===== src/rtl/alu_pkg.sv =====
// alu_pkg
//   Shared definitions for the ALU command path: the parser, the ALU itself
//   and the result transmitter all draw on these so that opcodes and
//   character codes have a single definition.
//   Contents:
//     OP_*      4-bit ALU opcodes (add, subtract, multiply, quotient, remainder)
//     CH_*      ASCII codes of the characters the parser recognises
//     state_t   parser FSM state encoding
//     decode_op maps an operator character to {is_operator, opcode}
package alu_pkg;

    localparam logic [3:0] OP_ADD = 4'b0000;
    localparam logic [3:0] OP_SUB = 4'b0001;
    localparam logic [3:0] OP_MUL = 4'b0010;
    localparam logic [3:0] OP_DIV = 4'b0100;
    localparam logic [3:0] OP_MOD = 4'b1000;

    localparam logic [7:0] CH_SPACE = 8'h20;
    localparam logic [7:0] CH_PCT   = 8'h25;
    localparam logic [7:0] CH_STAR  = 8'h2A;
    localparam logic [7:0] CH_PLUS  = 8'h2B;
    localparam logic [7:0] CH_MINUS = 8'h2D;
    localparam logic [7:0] CH_SLASH = 8'h2F;
    localparam logic [7:0] CH_0     = 8'h30;
    localparam logic [7:0] CH_9     = 8'h39;
    localparam logic [7:0] CH_CR    = 8'h0D;

    typedef enum logic [1:0] {
        ST_IDLE  = 2'd0,
        ST_NUM1  = 2'd1,
        ST_NUM2  = 2'd2,
        ST_DRAIN = 2'd3
    } state_t;

    // Upper bit flags a recognised operator, lower four bits carry its opcode.
    function automatic logic [4:0] decode_op(input logic [7:0] ch);
        logic [4:0] result;
        result = 5'b0_0000;
        case (ch)
            CH_PLUS:  result = {1'b1, OP_ADD};
            CH_MINUS: result = {1'b1, OP_SUB};
            CH_STAR:  result = {1'b1, OP_MUL};
            CH_SLASH: result = {1'b1, OP_DIV};
            CH_PCT:   result = {1'b1, OP_MOD};
            default:  result = 5'b0_0000;
        endcase
        return result;
    endfunction

endpackage


===== src/rtl/dec_acc.sv =====
// dec_acc
//   Combinational decimal digit accumulator used by the command parser.
//   Given the current accumulator and digit count it validates the incoming
//   byte as an ASCII digit and produces acc*10+digit plus the incremented
//   count, flagging when the new value exceeds 255 or too many digits have
//   been seen.
//   Ports:
//     digit_byte  in   received byte
//     acc_in      in   current 10-bit accumulator
//     cnt_in      in   digits accumulated so far
//     is_digit    out  byte is '0'..'9'
//     acc_out     out  acc_in*10 + digit (low 10 bits)
//     cnt_out     out  cnt_in + 1
//     overflow    out  digit would push value above 255 or count above MAX_DIGITS
module dec_acc
    import alu_pkg::*;
#(
    parameter int MAX_DIGITS = 3,
    parameter int CW         = 3
) (
    input  logic [7:0]    digit_byte,
    input  logic [9:0]    acc_in,
    input  logic [CW-1:0] cnt_in,
    output logic          is_digit,
    output logic [9:0]    acc_out,
    output logic [CW-1:0] cnt_out,
    output logic          overflow
);

    logic [3:0]  digit_val;
    logic [13:0] wide_sum;
    logic [CW:0] wide_cnt;

    // The product is formed wider than the stored accumulator so that a
    // value such as 255*10+9 is still seen whole by the overflow compare.
    assign is_digit  = (digit_byte >= CH_0) && (digit_byte <= CH_9);
    assign digit_val = digit_byte[3:0];
    assign wide_sum  = ({4'b0000, acc_in} * 14'd10) + {10'b0, digit_val};
    assign wide_cnt  = {1'b0, cnt_in} + {{CW{1'b0}}, 1'b1};
    assign acc_out   = wide_sum[9:0];
    assign cnt_out   = wide_cnt[CW-1:0];
    assign overflow  = is_digit &&
                       ((wide_sum > 14'd255) || (wide_cnt > (CW+1)'(MAX_DIGITS)));

endmodule


===== src/rtl/alu_cmd_parser.sv =====
// alu_cmd_parser
//   Parses ASCII command lines of the form <num1><op><num2><TERM_CHAR>
//   arriving one byte per rx_valid strobe and hands the decoded operands and
//   opcode to the ALU. Spaces are ignored anywhere in a line. A well-formed
//   line produces a one-cycle cmd_valid pulse with updated num1/num2/oper;
//   a malformed line is discarded up to its terminator and produces a
//   one-cycle cmd_err pulse with the outputs left as they were.
//   Ports:
//     clk        in   clock, all state on rising edge
//     rst        in   asynchronous active-high reset
//     rx_data    in   received byte, qualified by rx_valid
//     rx_valid   in   one-cycle strobe per received byte
//     num1       out  first operand (registered)
//     num2       out  second operand (registered)
//     oper       out  ALU opcode (registered)
//     cmd_valid  out  pulse: new num1/num2/oper
//     cmd_err    out  pulse: malformed line discarded
//   Build option:
//     ALU_DIV0_CHECK_EN  when defined, '/' or '%' with a zero second operand
//                        is reported with cmd_err instead of being committed.
module alu_cmd_parser
    import alu_pkg::*;
#(
    parameter logic [7:0] TERM_CHAR  = 8'h0D,
    parameter int         MAX_DIGITS = 3
) (
    input  logic       clk,
    input  logic       rst,
    input  logic [7:0] rx_data,
    input  logic       rx_valid,
    output logic [7:0] num1,
    output logic [7:0] num2,
    output logic [3:0] oper,
    output logic       cmd_valid,
    output logic       cmd_err
);

    localparam int CW = $clog2(MAX_DIGITS + 1) + 1;

    state_t        state, state_nxt;
    logic [9:0]    acc, acc_nxt;
    logic [CW-1:0] cnt, cnt_nxt;
    logic [7:0]    shadow_num1, shadow_num1_nxt;
    logic [3:0]    shadow_op, shadow_op_nxt;
    logic [7:0]    num1_nxt, num2_nxt;
    logic [3:0]    oper_nxt;
    logic          valid_nxt, err_nxt;

    logic [9:0]    acc_feed;
    logic [CW-1:0] cnt_feed;
    logic          is_digit, overflow;
    logic [9:0]    dig_acc;
    logic [CW-1:0] dig_cnt;
    logic          is_op;
    logic [3:0]    op_code;
    logic          div0;

    // A digit seen in IDLE starts a fresh operand, so the accumulator is fed
    // zero there regardless of what was left behind by an earlier line.
    assign acc_feed = (state == ST_IDLE) ? '0 : acc;
    assign cnt_feed = (state == ST_IDLE) ? '0 : cnt;

    dec_acc #(
        .MAX_DIGITS (MAX_DIGITS),
        .CW         (CW)
    ) u_dec_acc (
        .digit_byte (rx_data),
        .acc_in     (acc_feed),
        .cnt_in     (cnt_feed),
        .is_digit   (is_digit),
        .acc_out    (dig_acc),
        .cnt_out    (dig_cnt),
        .overflow   (overflow)
    );

    assign {is_op, op_code} = decode_op(rx_data);

    // In NUM2 the accumulator holds the second operand, so a zero there with
    // a division opcode latched means the ALU would divide by zero.
`ifdef ALU_DIV0_CHECK_EN
    assign div0 = ((shadow_op == OP_DIV) || (shadow_op == OP_MOD)) && (acc == '0);
`else
    assign div0 = 1'b0;
`endif

    // Next-state and datapath logic. Only strobed, non-space bytes move the
    // parser; everything holds otherwise and the two pulses default low so
    // they last exactly one cycle. The first operand and opcode wait in
    // shadow registers until the terminator proves the whole line good.
    always_comb begin
        state_nxt       = state;
        acc_nxt         = acc;
        cnt_nxt         = cnt;
        shadow_num1_nxt = shadow_num1;
        shadow_op_nxt   = shadow_op;
        num1_nxt        = num1;
        num2_nxt        = num2;
        oper_nxt        = oper;
        valid_nxt       = 1'b0;
        err_nxt         = 1'b0;

        if (rx_valid && (rx_data != CH_SPACE)) begin
            case (state)
                ST_IDLE: begin
                    if (is_digit && !overflow) begin
                        acc_nxt   = dig_acc;
                        cnt_nxt   = dig_cnt;
                        state_nxt = ST_NUM1;
                    end else if (rx_data != TERM_CHAR) begin
                        state_nxt = ST_DRAIN;
                    end
                end

                ST_NUM1: begin
                    if (is_digit) begin
                        if (overflow) begin
                            state_nxt = ST_DRAIN;
                        end else begin
                            acc_nxt = dig_acc;
                            cnt_nxt = dig_cnt;
                        end
                    end else if (is_op && (cnt != '0)) begin
                        shadow_num1_nxt = acc[7:0];
                        shadow_op_nxt   = op_code;
                        acc_nxt         = '0;
                        cnt_nxt         = '0;
                        state_nxt       = ST_NUM2;
                    end else if (rx_data == TERM_CHAR) begin
                        err_nxt   = 1'b1;
                        acc_nxt   = '0;
                        cnt_nxt   = '0;
                        state_nxt = ST_IDLE;
                    end else begin
                        state_nxt = ST_DRAIN;
                    end
                end

                ST_NUM2: begin
                    if (is_digit) begin
                        if (overflow) begin
                            state_nxt = ST_DRAIN;
                        end else begin
                            acc_nxt = dig_acc;
                            cnt_nxt = dig_cnt;
                        end
                    end else if (rx_data == TERM_CHAR) begin
                        if ((cnt != '0) && !div0) begin
                            num1_nxt  = shadow_num1;
                            num2_nxt  = acc[7:0];
                            oper_nxt  = shadow_op;
                            valid_nxt = 1'b1;
                        end else begin
                            err_nxt = 1'b1;
                        end
                        acc_nxt   = '0;
                        cnt_nxt   = '0;
                        state_nxt = ST_IDLE;
                    end else begin
                        state_nxt = ST_DRAIN;
                    end
                end

                ST_DRAIN: begin
                    if (rx_data == TERM_CHAR) begin
                        err_nxt   = 1'b1;
                        acc_nxt   = '0;
                        cnt_nxt   = '0;
                        state_nxt = ST_IDLE;
                    end
                end

                default: begin
                    state_nxt = ST_IDLE;
                end
            endcase
        end
    end

    // State and output registers. Reset drops any partial line silently and
    // returns every visible output to zero.
    always_ff @(posedge clk or posedge rst) begin
        if (rst) begin
            state       <= ST_IDLE;
            acc         <= '0;
            cnt         <= '0;
            shadow_num1 <= 8'h00;
            shadow_op   <= OP_ADD;
            num1        <= 8'h00;
            num2        <= 8'h00;
            oper        <= 4'b0000;
            cmd_valid   <= 1'b0;
            cmd_err     <= 1'b0;
        end else begin
            state       <= state_nxt;
            acc         <= acc_nxt;
            cnt         <= cnt_nxt;
            shadow_num1 <= shadow_num1_nxt;
            shadow_op   <= shadow_op_nxt;
            num1        <= num1_nxt;
            num2        <= num2_nxt;
            oper        <= oper_nxt;
            cmd_valid   <= valid_nxt;
            cmd_err     <= err_nxt;
        end
    end

endmodule


===== config.mk =====
export PLATFORM = sky130hd
export DESIGN_NAME = alu_cmd_parser
export DESIGN_NICKNAME = d
export VERILOG_FILES = /design/src/rtl/alu_pkg.sv /design/src/rtl/dec_acc.sv /design/src/rtl/alu_cmd_parser.sv
export SDC_FILE = /design/constraint.sdc
export NUM_CORES = 1
export LEC_CHECK = 0
export CAP_MARGIN = 10
export CELL_PAD_IN_SITES_DETAIL_PLACEMENT = 0
export CELL_PAD_IN_SITES_GLOBAL_PLACEMENT = 2
export CORE_ASPECT_RATIO = 0.6
export CORE_UTILIZATION = 42
export DETAILED_ROUTE_END_ITERATION = 12
export DONT_BUFFER_PORTS = 1
export PLACE_DENSITY_LB_ADDON = 0.05
export SLEW_MARGIN = 20
export SYNTH_ARGS = -nofsm -noshare
export SYNTH_HDL_FRONTEND = slang
export SYNTH_SLANG_ARGS = --single-unit

===== constraint.sdc =====
create_clock -name clk -period 9.8 [get_ports clk]
set_input_delay 0.49 -clock clk [delete_from_list [all_inputs] [get_ports clk]]
set_output_delay 0.49 -clock clk [all_outputs]
set_load 0.005 [all_outputs]

==> impl_metrics.ini, run 1 <==
[timing]
timing_hold_violations_final = 0
finalSetupTns_ns = 0
maxSlewHeadroom_pct = 36.1
worstMarginPinSlew_ns = 0.959
timing.final.setup_violations = 0
final_period_minus_worst_setup_slack_ns = 4.56
unrepaired_setup_endpoints_after_global_routing = false
layout_worst_path_cycle_share_pct = 46.5
maxClockFrequency_mhz = 219
worst_clock_skew_ns = 0.00349
report.final.slew_viol_count = 0

[global_route]
global_route.usage.total_pct = 23.1
grt_pass1_vias = 2594
grt_antenna_before_repair = 0
grt_pass1_wl_um = 14300
gr-total-overflow = 0
grt_start_max_net_pins = 50

[place]
portBuffers = 0
dp_hpwl_um = 6550
finalWeightedCongestion = 0.834

[run_status]
outcome = completed

[die]
die_w_um = 117
initial_core_util_pct = 44.6
die-height_um = 70.9
fp.dieArea_sq_um = 8280
floorplan.core_area_sq_um = 7450
io-pin-count = 33
floorplan.rows = 24

[cts]
clk-insertion-delay-late_ns = 0.29
number_of_hold_repair_buffers_added_at_the_cts_stage = 0
post_cts.resized_instances = 0
max-clock-path-buffers = 2
tritoncts = built
clock_sink_total = 49
post_cts.repair.setup_buffers = 0
path_clk_slew_ns = 0.07
clock-root-buffer = clkbuf_16
ctsHtreeMaxLevel = 2
cts_inserted_buffers = 5

[pwr]
cellLeakagePower_nw = 1.65
ir_worst_vdd_mv = 0.0651
powerDensity_nw_per_um2 = 158

[routing]
wl_per_cell_um = 18.0
routed_wl_um = 8840
first_iter_violations = 241
remaining_drc_errors = 0
met2WireLength_um = 3230
dr.max_layer_used = met4
m1WireLength_um = 4950
num_vias = 2786
antenna_viol_nets_final = 0
vias_per_cell = 5.69
route.met3.wl_um = 621
drt_first_pass_iters = 4

[job]
timing.max_cap.violations = 0

[worst_setup_path]
cp_data_required_time_ns = 9.97
maximum_fanout_count_along_the_critical_path = 16
worstRegToRegCells = 12
worstSetupStartpoint = state[0]
timing.setup.critical_path_class = reg -> reg
timing.reg2reg.setup_slack_ns = 5.24
crit-reg2reg-launch = state[0]
rr_endpoint = acc[0]
setup.worst_path.start_class = flip-flop
worst_ep_arrival_time_ns = 4.72
crit_path_end_kind = flip-flop

[synthesis]
syn-instance-count = 400
postSynth.asyncResetShare_pct = 100
mean_instance_size_in_the_synthesized_netlist_sq_um = 8.30
yosys-top-cells-area = dfrtp_1 37%, nand2_1 12%, ha_1 5.6%
synth_enable_flop_cells = 0
synth_top_flop_cell = dfrtp_1
netlist.top_cell.by_area = dfrtp_1
synth_top_cells_by_count = 103 x nand2_1, 49 x dfrtp_1, 25 x a21oi_1, 22 x nor2_1, 18 x o21ai_0
synthesis.nets = 427
yosys.area.top_type_share_pct = 36.9
seq_area_frac_synth_pct = 36.9
post-synth-top-count-cell = nand2_1
total_of_flip_flops_plus_latches_after_synthesis = 49
yosysWarnings = 0
yosys.cell_types.count = 64
netlist_area_sq_um = 3320

[hold_path]
timing.hold.worst.class = in -> async

[finish]
antenna_cells = 0
post_route_cells_drive_above_1_share_pct = 6.99
utilization_pct = 47.0
final_net_count = 412
area.growth.synth_to_final_pct = 5.31
==> critical path, cell delays in order (launching register included) <==
cell       delay [ns]
dfrtp_1          0.54
nor2_1           0.63
nor2_1           0.12
ha_1             0.26
inv_1            0.07
fa_1             0.49
a2111oi_4        0.44
o31ai_1          0.17
nor4_1           0.33
mux2_2           0.40
or3b_1           0.58
a21oi_4          0.28
o2bb2ai_1        0.11
==> power breakdown <==
group | internal [W] | switching, W | total (W) | leakage [nW]
Sequential | 0.000209 | 0.0000187 | 0.000227 | 0.659
Combinational | 0.0000632 | 0.0000917 | 0.000155 | 0.918
Clock | 0.0000937 | 0.0000760 | 0.000170 | 0.0696
==> sequential cells by signal, summed over array words and instances, names as in the netlist <==
| name | flops |
|---|---|
| acc | 10 |
| num1 | 8 |
| num2 | 8 |
| shadow_num1 | 8 |
| oper | 4 |
| shadow_op | 4 |
| cnt | 3 |
| state | 2 |
| cmd_err | 1 |
| cmd_valid | 1 |
==> kinds of logic (layout without fill, tap and decap cells) <==
logic type      count (synthesis)  in the layout  synth area share, %
simple gates                  189            189                 26.4
mux                             3              3                0.942
xor+xnor                       16             16                 4.22
flops                          49             49                 36.9
buf+inv                        36             22                 4.82
compound gates                 91             91                 20.5
fa+ha+maj                      16             16                 6.25
==> metal layers <==
metal,vias to the layer above,GRT usage [%]
met5,-,0
met1,1338,39.8
li1,1361,-
met4,0,3.66
met3,5,5.31
met2,82,27.9
==> cell type report <==
| cell class | instances | area, sq um |
|---|---|---|
| Multi-Input combinational cell | 315 | 1940 |
| Tap cell | 104 | 130 |
| Inverter | 11 | 41.3 |
| Clock buffer | 5 | 125 |
| Fill cell | 760 | 3950 |
| Clock inverter | 3 | 17.5 |
| Sequential cell | 49 | 1230 |
| Timing Repair Buffer | 3 | 22.5 |
==> how the worst max path moves through the flow <==
stage	endpoint	slack [ns]	cells past startpoint
after floorplan	acc[5]	5.74	17
after global placement	acc[0]	5.42	12
after detailed placement	acc[0]	5.30	12
after CTS	acc[0]	5.30	12
after global routing	acc[0]	4.96	12
final	acc[0]	5.24	12
==> layout by cell type (no fill, tap or decap), types with 6 or more instances in the layout <==
| cell type | Yosys | routed |
|---|---|---|
| dfrtp_1 | 49 | 49 |
| a2bb2oi_1 | 6 | 6 |
| nor3_1 | 6 | 6 |
| o21ai_0 | 18 | 18 |
| ha_1 | 15 | 15 |
| nand2_1 | 103 | 103 |
| nor2b_1 | 8 | 8 |
| a21oi_1 | 25 | 25 |
| xnor2_1 | 13 | 13 |
| nand3_1 | 10 | 10 |
| and2_1 | 9 | 9 |
| nor2_1 | 22 | 22 |
| inv_1 | 10 | 9 |
==> through the flow <==
stage	setup WS, ns	hold WS, ns	area [sq um]	power (W)	std cells
floorplan	5.74	0.439	3320	0.000354	400
global placement	5.42	0.455	3360	0.000383	482
detailed placement	5.30	0.460	3360	0.000383	482
CTS	5.30	0.270	3500	0.000554	490
global route	4.96	0.293	3500	0.000584	490
finish	5.24	0.247	3500	0.000552	490
Note: power is estimated with default switching activity, not from simulation.
==> run 2, diff against run 1 <==
ABC_AREA = 1   (was not set)
CORE_UTILIZATION = 32   (was 42)
clock period = 3.7 ns   (was 9.8 ns; I/O delays follow)
==> impl_metrics.ini, run 2 <==
[run_status]
outcome = completed

[cts]
path_clk_slew_ns = 0.07
clk-insertion-delay-late_ns = 0.29
max-clock-path-buffers = 2
cts_inserted_buffers = 5
clock-root-buffer = clkbuf_16
ctsHtreeMaxLevel = 2
tritoncts = built
clock_sink_total = 49

[job]
timing.max_cap.violations = 0

[finish]
area.growth.synth_to_final_pct = 23.9
leading_cell_type_in_the_layout_fill_and_taps_excluded = nand2_1
post_route_cells_drive_above_1_share_pct = 22.3
most-common-layout-cells = 154 x nand2_1, 64 x inv_1, 51 x nand3_1
number_of_non_filler_instances_in_the_completed_layout = 765
top_register = acc
antenna_cells = 0
final_net_count = 631
largest_reg_flops = 10

[routing]
routed_wl_um = 12300
vias_per_cell = 5.00
num_vias = 3825
antenna_viol_nets_final = 0
remaining_drc_errors = 0
wl_per_cell_um = 16.0
first_iter_violations = 364
drt_first_pass_iters = 4

[worst_setup_path]
setup.worst_path.start_class = flip-flop
timing.setup.critical_path_class = reg -> reg
crit_slowest_cell = dfrtp_1
worst_ep_arrival_time_ns = 3.70
cp_data_required_time_ns = 3.93
worstPathBufferInverterCount = 7
critPathMaxStageDelay_ns = 0.39
crit_family = simple AND/OR/NAND/NOR gates
timing.critical_path.mode_cell = nand2_1
crit_path_end_kind = flip-flop
maximum_fanout_count_along_the_critical_path = 8

[synthesis]
syn-instance-count = 569
synth_top_cells_by_count = 162 x nand2_1, 68 x inv_1, 55 x nand3_1, 49 x dfrtp_1, 47 x nor2_1
total_of_flip_flops_plus_latches_after_synthesis = 49
mean_instance_size_in_the_synthesized_netlist_sq_um = 6.72
yosys.cell_types.count = 42
synth_enable_flop_cells = 0
netlist_area_sq_um = 3820
seq_area_frac_synth_pct = 32.1
synthesis.nets = 596
yosys-top-cells-area = dfrtp_1 32%, nand2_1 16%, nand3_1 7.2%
post-synth-top-count-cell = nand2_1
netlist.top_cell.by_area = dfrtp_1
yosys.area.top_type_share_pct = 32.1
yosysWarnings = 0
postSynth.asyncResetShare_pct = 100
synth_top_flop_cell = dfrtp_1

[global_route]
gr-total-overflow = 0
grt_pass1_wl_um = 18800
grt_pass1_vias = 3375
grt_antenna_before_repair = 0
global_route.usage.total_pct = 20.1
grt_start_max_net_pins = 50

[place]
finalWeightedCongestion = 0.861
place.detailed.instances = 746
portBuffers = 0
dp_hpwl_um = 9140

[pwr]
cellLeakagePower_nw = 2.30
clock_power_share_pct = 13.8
p_int_w = 0.00172
p_seq_share_pct = 19.9
power.net_switching_w = 0.00168
powerDensity_nw_per_um2 = 719
power.switching_fraction_pct = 49.4
ir_worst_vdd_mv = 0.234
design_power_total_w = 0.00341
power.share.combinational_pct = 66.3

[die]
die_w_um = 143
floorplan.rows = 30
io-pin-count = 33
initial_core_util_pct = 33.4
die-height_um = 86.7
floorplan.core_area_sq_um = 11400
fp.dieArea_sq_um = 12400

[timing]
maxSlewHeadroom_pct = 42.6
report.final.slew_viol_count = 0
finalSetupTns_ns = 0
timing_hold_violations_final = 0
final_period_minus_worst_setup_slack_ns = 3.47
maxClockFrequency_mhz = 288
timing.final.setup_violations = 0
layout_worst_path_cycle_share_pct = 93.8
holdWs_ns = 0.107
worst_clock_skew_ns = 0.00661
worstMarginPinSlew_ns = 0.861

[hold_path]
timing.hold.worst.class = in -> reg
-- run 2: cell count changes after synthesis, moves of 10 or more --
cell     change
nand4_1     +14
nor2_1      +25
nand3_1     +45
nand2_1     +59
xnor2_1     -10
nand2_2     +17
inv_1       +58
o21ai_0     +10
-- run 2: stage by stage --
step | instance area [sq um] | utilization [%] | setup slack (ns)
floorplan | 3820 | - | 0.0214
global placement | 4230 | 36.9 | -0.00106
detailed placement | 4230 | 36.9 | -0.00263
CTS | 4380 | 38.3 | 0.0607
global route | 4740 | 41.4 | -0.0319
finish | 4740 | 41.4 | 0.229
-- run 2: cell families after synthesis --
kind of cell             count (synthesis)  synth area share [%]
AO/OA/AOI/OAI                           75                  11.4
XOR/XNOR                                 6                  1.37
adder cells (fa/ha/maj)                 16                  5.43
buffers and inverters                   97                  9.95
flip-flops                              49                  32.1
AND/OR/NAND/NOR                        326                  39.8
-- run 2: per-layer routing --
| layer | part of all wire [%] | global-route usage [%] |
|---|---|---|
| met1 | 57 | 33.3 |
| met5 | 0 | 0 |
| met3 | 4.8 | 4.03 |
| met4 | 0.33 | 2.93 |
| met2 | 37 | 25.7 |
-- run 2: repair_timing --
item / CTS / global route
setup endpoints to repair: 1 / 15
gates cloned: 0 / 2
resized for setup: 1 / 53
hold buffers: 0 / 1
setup buffers: 0 / 8
pin swaps: 0 / 17
hold endpoints to repair: 0 / 16
-- run 2: final timing paths --
check,start,to,slack [ns],depth (start not counted)
min in group asynchronous,rst,num1[3],0.50,2
worst min register to register,shadow_op[0],oper[0],0.47,2
worst min-delay path,rx_data[3],shadow_op[2],0.11,2
worst max-delay path,state[0],acc[2],0.23,25
worst max register to register,state[0],acc[2],0.23,25
max in group asynchronous,rst,num1[7],2.69,2
-- run 2: power by group through the flow --
| stage | clock network, W | registers (W) | logic (W) |
|---|---|---|---|
| floorplan | 0 | 0.000668 | 0.00135 |
| global placement | 0 | 0.000688 | 0.00196 |
| detailed placement | 0 | 0.000686 | 0.00194 |
| CTS | 0.000488 | 0.000676 | 0.00196 |
| global route | 0.000498 | 0.000690 | 0.00250 |
| finish | 0.000470 | 0.000678 | 0.00226 |
-- run 2: cell type report --
| type | count | area (sq um) |
|---|---|---|
| tap | 160 | 200 |
| fill | 1187 | 6710 |
| sequential | 49 | 1230 |
| multi-input combinational | 423 | 2430 |
| clock buffer | 5 | 125 |
| clock inverter | 3 | 21.3 |
| inverter | 79 | 300 |
| timing repair buffer | 46 | 434 |
